[config.mk]
export PLATFORM = sky130hd
export DESIGN_NAME = sipo_deserializer_flat
export DESIGN_NICKNAME = d
export VERILOG_FILES = /design/src/rtl/serial_pkg.sv /design/src/rtl/sipo_deserializer_if.sv /design/src/rtl/sipo_deserializer.sv /design/src/flat_wrapper.sv
export SDC_FILE = /design/constraint.sdc
export NUM_CORES = 1
export LEC_CHECK = 0
export CORE_MARGIN = 4
export CORE_UTILIZATION = 51
export CTS_CLUSTER_DIAMETER = 150
export DETAILED_ROUTE_END_ITERATION = 10
export GPL_TIMING_DRIVEN = 0
export PLACE_DENSITY = 0.81
export SLEW_MARGIN = 20
export SYNTH_ARGS = -nofsm -noshare
export SYNTH_HDL_FRONTEND = slang
export SYNTH_SLANG_ARGS = --single-unit
[constraint.sdc]
create_clock -name clk -period 3.3 [get_ports clk]
set_input_delay 0.66 -clock clk [delete_from_list [all_inputs] [get_ports clk]]
set_output_delay 0.66 -clock clk [all_outputs]
set_load 0.005 [all_outputs]
[src/rtl/serial_pkg.sv]
// Shared definitions for the serial link (PISO transmitter and SIPO receiver).
package serial_pkg;

    // Default word width of the serial link.
    localparam int SER_WIDTH = 8;

    // Bit-order encodings for the MSB_FIRST parameter.
    localparam bit ORDER_LSB_FIRST = 1'b0;
    localparam bit ORDER_MSB_FIRST = 1'b1;

    typedef enum logic {
        BIT_ORDER_LSB = 1'b0,
        BIT_ORDER_MSB = 1'b1
    } bit_order_e;

    // Width of a counter that indexes bits 0..w-1. Never returns less than 1 bit.
    function automatic int cnt_w(input int w);
        return (w <= 2) ? 1 : $clog2(w);
    endfunction

endpackage

[src/rtl/sipo_deserializer_if.sv]
// Serial-in / parallel-out bus: serial input side plus valid/ready word output.
interface sipo_deserializer_if
    import serial_pkg::*;
#(
    parameter int WIDTH = SER_WIDTH
) ();
    localparam int CW = cnt_w(WIDTH);

    logic             sin;
    logic             sin_valid;
    logic             sin_sync;
    logic [WIDTH-1:0] dout;
    logic             dout_valid;
    logic             dout_ready;
    logic [CW-1:0]    bit_cnt;
    logic             overrun;
    logic             overrun_clr;

    // Producer/consumer side: drives serial bits and consumes words.
    modport master (
        output sin, sin_valid, sin_sync, dout_ready, overrun_clr,
        input  dout, dout_valid, bit_cnt, overrun
    );

    // Deserializer side.
    modport slave (
        input  sin, sin_valid, sin_sync, dout_ready, overrun_clr,
        output dout, dout_valid, bit_cnt, overrun
    );
endinterface

[src/rtl/sipo_deserializer.sv]
// Collects WIDTH serial bits into a word and holds it in a one-word
// valid/ready output register; flags a sticky overrun when a word completes
// while the held word is still unconsumed.
module sipo_deserializer
    import serial_pkg::*;
#(
    parameter int WIDTH     = SER_WIDTH,
    parameter bit MSB_FIRST = ORDER_MSB_FIRST
) (
    input logic                clk,
    input logic                reset,
    sipo_deserializer_if.slave bus
);
    localparam int CW = cnt_w(WIDTH);

    logic [WIDTH-1:0] r_sr;
    logic [CW-1:0]    r_bit_cnt;
    logic [WIDTH-1:0] r_dout;
    logic             r_dout_valid;
    logic             r_overrun;

    logic             w_accept;
    logic             w_complete;
    logic             w_xfer;
    logic             w_drop;
    logic [WIDTH-1:0] w_cand;

    // Sync strobe overrides a qualified bit in the same cycle.
    assign w_accept   = bus.sin_valid & ~bus.sin_sync;
    assign w_complete = w_accept && (r_bit_cnt == CW'(WIDTH - 1));
    // Candidate includes the current bit so the word is available on the
    // completing edge without an extra stage.
    assign w_cand     = MSB_FIRST ? {r_sr[WIDTH-2:0], bus.sin}
                                  : {bus.sin, r_sr[WIDTH-1:1]};
    assign w_xfer     = w_complete && (!r_dout_valid || bus.dout_ready);
    assign w_drop     = w_complete && r_dout_valid && !bus.dout_ready;

    // Shift register and bit counter; sync or reset discard the partial word.
    always_ff @(posedge clk) begin
        if (reset || bus.sin_sync) begin
            r_sr      <= '0;
            r_bit_cnt <= '0;
        end else if (w_accept) begin
            r_sr      <= w_cand;
            r_bit_cnt <= w_complete ? '0 : r_bit_cnt + CW'(1);
        end
    end

    // Output holding register and sticky overrun; an overrun event beats clear.
    always_ff @(posedge clk) begin
        if (reset) begin
            r_dout       <= '0;
            r_dout_valid <= 1'b0;
            r_overrun    <= 1'b0;
        end else begin
            if (w_xfer) begin
                r_dout       <= w_cand;
                r_dout_valid <= 1'b1;
            end else if (r_dout_valid && bus.dout_ready) begin
                r_dout_valid <= 1'b0;
            end
            if (w_drop)
                r_overrun <= 1'b1;
            else if (bus.overrun_clr)
                r_overrun <= 1'b0;
        end
    end

    assign bus.dout       = r_dout;
    assign bus.dout_valid = r_dout_valid;
    assign bus.bit_cnt    = r_bit_cnt;
    assign bus.overrun    = r_overrun;

endmodule

[src/flat_wrapper.sv]
// flat-port wrapper written by rule: the top's interface ports become plain ports
module sipo_deserializer_flat import serial_pkg::*;
#(
    parameter int WIDTH     = SER_WIDTH,
    parameter bit MSB_FIRST = ORDER_MSB_FIRST
)
  (clk, reset, bus_sin, bus_sin_valid, bus_sin_sync, bus_dout_ready, bus_overrun_clr, bus_dout, bus_dout_valid, bus_bit_cnt, bus_overrun);
  sipo_deserializer_if #(.WIDTH(WIDTH)) bus_i ();
  input logic clk;
  input logic reset;
  input wire logic [$bits(bus_i.sin)-1:0] bus_sin;
  input wire logic [$bits(bus_i.sin_valid)-1:0] bus_sin_valid;
  input wire logic [$bits(bus_i.sin_sync)-1:0] bus_sin_sync;
  input wire logic [$bits(bus_i.dout_ready)-1:0] bus_dout_ready;
  input wire logic [$bits(bus_i.overrun_clr)-1:0] bus_overrun_clr;
  output wire logic [$bits(bus_i.dout)-1:0] bus_dout;
  output wire logic [$bits(bus_i.dout_valid)-1:0] bus_dout_valid;
  output wire logic [$bits(bus_i.bit_cnt)-1:0] bus_bit_cnt;
  output wire logic [$bits(bus_i.overrun)-1:0] bus_overrun;
  assign bus_i.sin = bus_sin;
  assign bus_i.sin_valid = bus_sin_valid;
  assign bus_i.sin_sync = bus_sin_sync;
  assign bus_i.dout_ready = bus_dout_ready;
  assign bus_i.overrun_clr = bus_overrun_clr;
  assign bus_dout = bus_i.dout;
  assign bus_dout_valid = bus_i.dout_valid;
  assign bus_bit_cnt = bus_i.bit_cnt;
  assign bus_overrun = bus_i.overrun;
  sipo_deserializer #(.WIDTH(WIDTH), .MSB_FIRST(MSB_FIRST)) u_core (.clk(clk), .reset(reset), .bus(bus_i));
endmodule
# After elaboration in Yosys (flattened, before gate mapping)
# Index checks and enable logic that the tools add are counted.
# totals
word_cells	25
inputBits	7
reg_bits	20
output_inout_bits	13
# classes
n_addsub	1
bitwise_logic	2
mux	5
n_eq_ne	1
n_reduce_logical	11
# op_table
operator	n
$logic_and 1x1->1	5
$mux 1	4
$reduce_bool 2->1	2
$add 3x1->3 const B	1
$eq 3x3->1 const B	1
$mux 3	1
$logic_not 1->1	2
$logic_or 1x1->1	2
$and 1x1->1	1
$not 1->1	1

# Longest topological paths before layout
# Gate-level depths: netlist of the first run.
# depth
word_depth	6
ltp_mapped	6
ltp_nobuf	5

# Least setup slack after synthesis of the first run
# OpenSTA, ideal clock, no wires.
# synth_path
kind	in2reg
startpoint	input bus_sin_sync
endpoint	register u_core.r_dout[0], in the netlist u_core.bus.dout[0]
setup_time_ns	0.072
slack_ns	1.951
path_stages	4
t_required_ns	3.228
n_path_buf	1
arrival_ns	1.277
cell_sequence	nand3b_1 > nor2b_2 > buf_6 > mux2i_1
# synth_via
elab_chain_cells	4
# synth_rtl
element	line_no	text
start: declaration	flat_wrapper.sv:13	input wire logic [$bits(bus_i.sin_sync)-1:0] bus_sin_sync;
$not 1->1	sipo_deserializer.sv:29	assign w_accept = bus.sin_valid & ~bus.sin_sync;
$and 1x1->1	sipo_deserializer.sv:29	
$logic_and 1x1->1	sipo_deserializer.sv:30	assign w_complete = w_accept && (r_bit_cnt == CW'(WIDTH - 1));
$logic_and 1x1->1	sipo_deserializer.sv:35	assign w_xfer = w_complete && (!r_dout_valid || bus.dout_ready);
end signal: assignment	sipo_deserializer.sv:57	r_dout <= w_cand;
end: declaration	sipo_deserializer.sv:18	logic [WIDTH-1:0] r_dout;
# Every way passes these cells.
# A chain may end at the register's enable or synchronous reset.

# Final worst setup path of the first run
# layout_path
startpoint	register u_core.r_dout_valid, in the netlist u_core.bus.dout_valid
endpoint	output bus_dout_valid
# layout_rtl
element	line_no	text
start: declaration	sipo_deserializer.sv:19	logic r_dout_valid;
start signal: assignment	sipo_deserializer.sv:53	r_dout_valid <= 1'b0;
start signal: assignment	sipo_deserializer.sv:58	r_dout_valid <= 1'b1;
start signal: assignment	sipo_deserializer.sv:60	r_dout_valid <= 1'b0;
end: declaration	flat_wrapper.sv:17	output wire logic [$bits(bus_i.dout_valid)-1:0] bus_dout_valid;
# No word-level cell between the ends.

==> results of run 1 <==
[flip-flops by register name (all words and copies together), names as in the netlist]
register / flops
u_core.bus.dout: 8
u_core.bus.overrun: 1
u_core.r_sr: 7
u_core.bus.bit_cnt: 3
u_core.bus.dout_valid: 1
[report_power, final]
part	leakage, nW	internal (W)	switching [W]	total [W]
Clock	0.0210	0.0000674	0.0000748	0.000142
Sequential	0.161	0.000243	0.00000120	0.000244
Combinational	0.218	0.0000164	0.0000110	0.0000274
[cell families (layout without fill, tap and decap cells)]
kind of cell	Yosys count	after routing
and+or+nand+nor	34	34
DFF	20	20
muxes	16	16
buffers and inverters	6	28
AOI/OAI and AO/OA	4	4
adders and majority gates	2	2
[area by class of cell]
cell class                      instances  area [um2]
Fill cell                             132         447
Multi-Input combinational cell         56         418
Sequential cell                        20         400
Timing Repair Buffer                   18         180
Clock buffer                            4        36.3
Buffer                                  5        36.3
Tap cell                               16        20.0
Inverter                                1        3.75
[worst min-delay path by stage]
stage / from / cells past startpoint / slack (ps) / endpoint
3_3_place_gp: u_core.bus.dout[7] / 2 / 460 / u_core.bus.dout[7]
5_1_grt: u_core.bus.dout[7] / 2 / 500 / u_core.bus.dout[7]
6_report: u_core.bus.dout[1] / 2 / 480 / u_core.bus.dout[1]
3_5_place_dp: u_core.bus.dout[7] / 2 / 460 / u_core.bus.dout[7]
4_1_cts: u_core.bus.dout[7] / 2 / 480 / u_core.bus.dout[7]
2_1_floorplan: u_core.r_sr[6] / 2 / 450 / u_core.bus.dout[7]
[Yosys cell counts]
library cell | n | share of area, %
clkbuf_1 | 1 | 0.44
dfxtp_1 | 20 | 47
a21oi_2 | 2 | 2.0
or2_1 | 1 | 0.73
nor2b_2 | 1 | 1.0
ha_1 | 2 | 2.9
o22ai_1 | 1 | 0.73
a21oi_1 | 1 | 0.58
nand2b_1 | 18 | 13
nor2_1 | 9 | 3.9
inv_1 | 1 | 0.44
nor2b_1 | 1 | 0.73
buf_6 | 2 | 2.6
nand3b_1 | 3 | 2.6
mux2i_1 | 16 | 19
nand2b_4 | 1 | 1.6
buf_2 | 2 | 1.2
[stage by stage]
| step | instances | util [%] | setup WS [ps] | hold WS, ps |
|---|---|---|---|---|
| after floorplan | 82 | - | 1950 | 451 |
| after global placement | 116 | 68.7 | 1430 | 458 |
| after detailed placement | 116 | 68.7 | 1400 | 465 |
| after CTS | 120 | 71.0 | 1410 | 480 |
| after global routing | 120 | 71.0 | 1360 | 501 |
| final | 120 | 71.0 | 1420 | 477 |
[per-layer routing]
layer	vias up	track usage [%]
met2	13	21.7
met5	-	0
li1	311	-
met1	264	17.8
met3	5	3.67
met4	0	8.07
==> run summary, run 1 <==
setup_tns = 0 ps
placed standard-cell area = 0.00106 mm2
antenna violations before repair = 0
Cells after Synth = 82
Period minus WS final = 1880 ps
Synth Area in Adders = 2.92%
maximum fanout along the worst path = 2
total gr overflow = 0
CP max-delay cell = clkdlybuf4s50_1
P&R area growth vs syn = 27.6%
CTS tree = built
root buffer cell = clkbuf_4
fmax = 531 MHz
Syn Area/Cell = 10.5 um2
overall power = 0.000413 W
Critical Path Stages = 1
htree depth = 1
# hold bufs at CTS = 0
Worst path max stage delay = 520 ps
DR WL met3 = 67 um
Reg clk slew, reported paths = 110 ps
Clock Skews = 3.34 ps
Detail Placement HPWL = 1120 um
design area = 0.00109 mm2
FF-to-FF setup slack = 1830 ps
RR Startpoint = u_core.bus.bit_cnt[0]
total CTS buffers = 3
crit share post-route = 57.0%
global-route usage over all layers = 14.2%
Max rail drop VDD = 0.246 mV
Pleak = 0.400 nW
clk_lat worst skew = 300 ps
post-synthesis xor/xnor area fraction = 0%
most common cell after layout, fill and taps aside = dfxtp_1
DR vias = 593
Slew Limit Fails = 0
vias in the first global route = 607
Worst Max-Slew Pin Slew = 319 ps
first-pass GRT wire length = 2700 um
die height = 49.0 um
worst min-delay path category = reg -> reg
Final setup violation count = 0
crit-path cells = clkdlybuf4s50_1
DRT antenna net count = 0
post_cts resized = 0
Cell Area, Synth = 858 um2
antenna cells = 0
Distinct cells, synth = 17
synth warn = 0
most frequent cells in the layout = 20 x dfxtp_1, 18 x nand2b_1, 18 x clkdlybuf4s50_1, 16 x mux2i_1, 9 x nor2_1
multiplexer area fraction after synthesis = 18.7%
status = completed
Initial Util = 55.7%
Worst Setup SP = u_core.bus.dout_valid
setup repair after global routing missed its margin = false
fin nets = 114
delay-heaviest family, CP = buffers and inverters
Synth Area in Compound Gates = 3.35%
Num Clock Sinks = 20
Die ar. = 0.00240 mm2
Via density = 4.94
routed metal-1 wire length = 725 um
DR WL/cell = 12.3 um
Simple-Gate Fraction of Synth Area = 23.8%
DR top layer = met4
post-synthesis net count = 91
first-pass iteration count of the detailed router = 4
end of the critical path = bus_dout_valid
final WL = 1480 um
clock tree buffer depth = 2
routability cong. = 0.708
R2R Path End = u_core.bus.dout[6]
layout cells sized above 1 = 11.5%
Reg2Reg Depth = 6
crit path kind = reg -> out
Cell Pwr Density = 378 mW/mm2
WP buf/inv = 1
#FFs+latches synth = 20
CP startpoint kind = flop
# rows = 14
Setup crit end kind = output pin
Hold Vio Cnt, Final = 0
DRC = 0
post-CTS setup buffers = 0
Ports = 20
Rel. slew slack = 78.7%
Placeable Area = 0.00154 mm2
largest net degree at the start of global routing = 12
CP arrival = 1220 ps
maximum capacitance violations = 0
die width = 49.0 um
largest family of logic cells by synthesized area = simple AND/OR/NAND/NOR gates
DRT iter0 DRCs = 2
register area share after synthesis = 46.6%
Worst EP required = 2640 ps
met2 wire len = 648 um
input/output buffers = 18
Note: power is estimated with default switching activity, not from simulation.
==> run 2, diff against run 1 <==
--- a/config.mk
+++ b/config.mk
@@ -6,11 +6,11 @@
 export NUM_CORES = 1
 export LEC_CHECK = 0
 export CORE_MARGIN = 4
-export CORE_UTILIZATION = 51
+export CORE_UTILIZATION = 47
 export CTS_CLUSTER_DIAMETER = 150
 export DETAILED_ROUTE_END_ITERATION = 10
 export GPL_TIMING_DRIVEN = 0
-export PLACE_DENSITY = 0.81
+export PLACE_DENSITY = 0.76
 export SLEW_MARGIN = 20
 export SYNTH_ARGS = -nofsm -noshare
 export SYNTH_HDL_FRONTEND = slang
==> constraint.sdc (replaced) <==
create_clock -name clk -period 1.84 [get_ports clk]
set_input_delay 0.368 -clock clk [delete_from_list [all_inputs] [get_ports clk]]
set_output_delay 0.368 -clock clk [all_outputs]
set_load 0.005 [all_outputs]
==> run 2 against run 1 <==
Effect of this change: routed wire length shrank 3.2%; power grew 79%; register-to-register slack lost 1500 ps; final cell count grew 7.5%; count of clock-buffer cells in the layout is the same; design area grew 1.0%; combinational power grew 81%; sequential share of layout area shrank 0.37 points; clock power grew 77%; via count grew 2.2%; critical endpoint is now bus_bit_cnt[0].
==> run summary, run 2 (synthesized netlist as in run 1, its figures left out) <==
status = completed
worst slack, placed = 204 ps
clock tree buffer depth = 2
first-pass iteration count of the detailed router = 2
WHS Path Cells = 3
Hold Vio Cnt, Final = 0
Clock Skews = 2.74 ps
Initial Util = 49.7%
delay-heaviest family, CP = buffers and inverters
Num Clock Sinks = 20
DR vias = 606
WP buf/inv = 1
die width = 50.7 um
die height = 50.7 um
Slew Limit Fails = 0
DR WL/cell = 11.1 um
Worst Setup Slack, final = 264 ps
clk_lat worst skew = 290 ps
Period minus WS final = 1580 ps
vias in the first global route = 583
Die ar. = 0.00257 mm2
layout cells sized above 1 = 11.5%
P&R area growth vs syn = 28.9%
Ports = 20
# rows = 15
Pleak = 0.400 nW
Max rail drop VDD = 0.589 mV
CTS tree = built
total CTS buffers = 3
total gr overflow = 0
first-pass GRT wire length = 2580 um
DRT iter0 DRCs = 2
DRT antenna net count = 0
Critical Path Stages = 1
crit-path cells = clkdlybuf4s50_1
final hold slack = 432 ps
Rel. slew slack = 76.3%
maximum fanout along the worst path = 4
number of flip-flops in the largest register = 8
Setup crit end kind = output pin
antenna violations before repair = 0
Reg clk slew, reported paths = 110 ps
design area = 0.00111 mm2
post-CTS setup buffers = 0
Reg2Reg Depth = 6
input/output buffers = 18
most frequent cells in the layout = 20 x dfxtp_1, 18 x nand2b_1, 18 x clkdlybuf4s50_1, 16 x mux2i_1, 9 x nor2_1
largest net degree at the start of global routing = 12
overall power = 0.000739 W
crit share post-route = 85.7%
placed standard-cell area = 0.00107 mm2
CP arrival = 1210 ps
Via density = 4.70
Worst Max-Slew Pin Slew = 356 ps
setup repair after global routing missed its margin = false
Cell Pwr Density = 668 mW/mm2
DRC = 0
crit path kind = reg -> out
Placeable Area = 0.00173 mm2
CP max-delay cell = clkdlybuf4s50_1
# hold bufs at CTS = 0
maximum capacitance violations = 0
setup_tns = 0 ps
antenna cells = 0
CP startpoint kind = flop
post_cts resized = 0
fin nets = 114
Final setup violation count = 0
root buffer cell = clkbuf_4
final WL = 1430 um
most common cell after layout, fill and taps aside = dfxtp_1
htree depth = 1
Detail Placement HPWL = 1060 um
global-route usage over all layers = 13.4%
Worst EP required = 1470 ps
Worst path max stage delay = 520 ps
fmax = 634 MHz
routability cong. = 0.710
worst min-delay path category = in -> reg
run 2: cell counts in the layout (fill, tap and decap cells not counted):
No cell type changed its count.
run 2: layout make-up:
type / instances / area (um2)
clock buffers: 4 / 36.3
well taps: 25 / 31.3
repair buffers: 18 / 180
inverters: 1 / 3.75
fillers: 162 / 621
flip-flops and latches: 20 / 400
plain buffers: 5 / 36.3
multi-input cells: 56 / 418
run 2: worst paths after layout:
kind | from | to | slack (ps)
setup / recovery | u_core.bus.bit_cnt[0] | bus_bit_cnt[0] | 260
hold reg to reg | u_core.bus.dout[6] | u_core.bus.dout[6] | 480
hold / removal | reset | u_core.bus.dout[7] | 430
setup reg to reg | u_core.bus.bit_cnt[0] | u_core.bus.dout[4] | 360
run 2: power breakdown:
part,internal [W],switching (W)
clock network,0.000121,0.000131
logic,0.0000295,0.0000201
registers,0.000435,0.00000215
run 2: per-stage QoR:
stage | util [%] | std cells
2_1_floorplan | - | 82
3_3_place_gp | 62.0 | 125
3_5_place_dp | 62.0 | 125
4_1_cts | 64.1 | 129
5_1_grt | 64.1 | 129
6_report | 64.1 | 129
run 2: routing by layer:
metal	wire, um	up-vias	share of wire [%]	track usage (%)
met3	65	2	4.5	4.15
met1	666	277	47	16.1
met4	12	0	0.84	5.38
li1	-	316	-	-
met2	686	11	48	22.2
met5	0	-	0	0
==> run 3, diff against run 2 <==
--- a/config.mk
+++ b/config.mk
@@ -5,6 +5,7 @@
 export SDC_FILE = /design/constraint.sdc
 export NUM_CORES = 1
 export LEC_CHECK = 0
+export ABC_AREA = 1
 export CORE_MARGIN = 4
 export CORE_UTILIZATION = 47
 export CTS_CLUSTER_DIAMETER = 150
==> run 3 against run 2 <==
Effect of this change: count of clock-buffer cells in the layout unchanged; routed wire length increased by 15%; power up 3.1%; synthesized area grew 1.5%; clock skew is essentially flat; final cell count is 19% higher; die area up 1.2%; combinational power is 37% higher; setup slack better by 9.1 ps; sequential share of layout area down 0.72 points; highest routed layer unchanged.
==> run summary, run 3 <==
placed insts = 150
Via density = 4.85
Period minus WS final = 1570 ps
Combinational Power Share = 8.9%
Post-synth ARST share = 0%
Cells after Synth = 106
Net Sw Frac = 22.0%
input/output buffers = 19
Die ar. = 0.00261 mm2
post-synthesis net count = 115
Hold Vio Cnt, Final = 0
Worst Setup Slack, final = 273 ps
Cell Area, Synth = 871 um2
die width = 51.0 um
DRT antenna net count = 0
Final setup violation count = 0
setup repair after global routing missed its margin = false
Worst EP required = 1470 ps
Worst path max stage delay = 520 ps
number of flip-flops in the largest register = 8
vias in the first global route = 676
fin util = 64.7%
crit path kind = reg -> out
fmax = 638 MHz
clk_lat worst skew = 290 ps
DR WL/cell = 10.6 um
CP startpoint kind = flop
Clock power frac = 32.4%
# hold bufs at CTS = 0
#FFs+latches synth = 20
Slew Limit Fails = 0
clock tree buffer depth = 2
multiplexer area fraction after synthesis = 0%
crit share post-route = 85.2%
first-pass iteration count of the detailed router = 5
DR vias = 747
post-CTS setup buffers = 0
Fill cells = 164
CP max-delay cell = clkdlybuf4s50_1
htree depth = 1
register area share after synthesis = 46.0%
EDFF count, synth = 0
Simple-Gate Fraction of Synth Area = 29.9%
Clock Skews = 3.04 ps
worst slack, placed = 248 ps
Initial Util = 49.9%
largest family of logic cells by synthesized area = simple AND/OR/NAND/NOR gates
routability cong. = 0.764
die height = 51.0 um
DRT iter0 DRCs = 7
DRC = 0
Placeable Area = 0.00175 mm2
status = completed
antenna cells = 0
Register Area = 400 um2
sequential share of power = 58.7%
Cell Pwr Density = 675 mW/mm2
Cell Int Power = 0.000594 W
total CTS buffers = 3
post-synth top area share = 46.0%
total gr overflow = 0
post-synth top area cell = dfxtp_1
Post-Layout Cell Count = 154
global-route usage over all layers = 14.3%
Detail Placement HPWL = 1270 um
post-synthesis xor/xnor area fraction = 0%
ranking of synthesized cells by area = dfxtp_1 46%, nor2_2 7.2%, a21oi_1 6.3%
fin nets = 139
setup_tns = 0 ps
first-pass GRT wire length = 2850 um
Worst Max-Slew Pin Slew = 314 ps
final WL = 1640 um
most frequent cell after synthesis = dfxtp_1
Max rail drop VDD = 0.520 mV
Pleak = 0.453 nW
worst min-delay path category = reg -> reg
Distinct cells, synth = 19
Rel. slew slack = 79.0%
Synth Area in Compound Gates = 12.1%
Syn Area/Cell = 8.22 um2
layout cells sized above 1 = 18.6%
largest net degree at the start of global routing = 12
Setup crit end kind = output pin
most frequent cells in the layout = 20 x dfxtp_1, 19 x clkdlybuf4s50_1, 12 x inv_1, 12 x nor2_1, 11 x a21oi_1
Sw Pwr = 0.000168 W
crit-path cells = clkdlybuf4s50_1
P&R area growth vs syn = 29.6%
Reg clk slew, reported paths = 110 ps
Ports = 20
CP arrival = 1200 ps
post_cts resized = 0
WP buf/inv = 1
Num Clock Sinks = 20
most common cell after layout, fill and taps aside = dfxtp_1
area occupied by multi-input gates = 390 um2
maximum capacitance violations = 0
commonest cells in the netlist = 20 x dfxtp_1, 12 x inv_1, 12 x nor2_1
# rows = 15
antenna violations before repair = 0
Synth Area in Adders = 2.87%
delay-heaviest family, CP = buffers and inverters
main flop type after synthesis = dfxtp_1
root buffer cell = clkbuf_4
synth warn = 0
CTS tree = built
maximum fanout along the worst path = 4
## run 3: area by class of cell
class                      instances  area share (%)
inverter                          15            4.99
tap                               25            2.77
clock buffer                       4            3.22
sequential                        20            35.5
timing repair buffer              19            16.9
multi-input combinational         68            34.6
buffer                             3            2.11
## run 3: cells by family after synthesis
family	Yosys count
AND/OR/NAND/NOR	45
AO/OA/AOI/OAI	21
flip-flops	20
buffers and inverters	18
adder cells (fa/ha/maj)	2
## run 3: per-stage QoR
stage | hold WS, ps | instance area (um2) | total power [W]
floorplan | 437 | 871 | 0.000495
global placement | 453 | 1090 | 0.000523
detailed placement | 458 | 1090 | 0.000525
CTS | 474 | 1130 | 0.000769
global route | 509 | 1130 | 0.000803
finish | 469 | 1130 | 0.000762
## run 3: metal layers
| metal | track usage (%) | vias to the layer above | share of wire [%] |
|---|---|---|---|
| met5 | 0 | - | 0 |
| met4 | 4.04 | 0 | 0.79 |
| met3 | 5.25 | 4 | 6.5 |
| met2 | 24.2 | 20 | 49 |
| met1 | 16.9 | 334 | 43 |
| li1 | - | 389 | - |
## run 3: final timing paths
| check | start | endpoint | slack (ps) | cells after the start |
|---|---|---|---|---|
| max | u_core.bus.bit_cnt[0] | bus_bit_cnt[0] | 270 | 1 |
| min | u_core.bus.overrun | u_core.bus.overrun | 470 | 2 |
| max reg2reg | u_core.bus.bit_cnt[0] | u_core.bus.dout[6] | 460 | 6 |
| min reg2reg | u_core.bus.overrun | u_core.bus.overrun | 470 | 2 |
## run 3: worst register-to-register path: stages (launching register included)
cell     delay [ps]
dfxtp_1         390
ha_1            180
ha_1            230
buf_2           250
nand4_1         120
nand2_1          90
nor2_2           30
## run 3: power groups by stage
stage,clock (W),combinational [W],sequential [W]
finish,0.000247,0.0000680,0.000447
global route,0.000277,0.0000774,0.000449
CTS,0.000253,0.0000686,0.000447
detailed placement,0,0.0000682,0.000457
global placement,0,0.0000664,0.000457
floorplan,0,0.0000383,0.000456
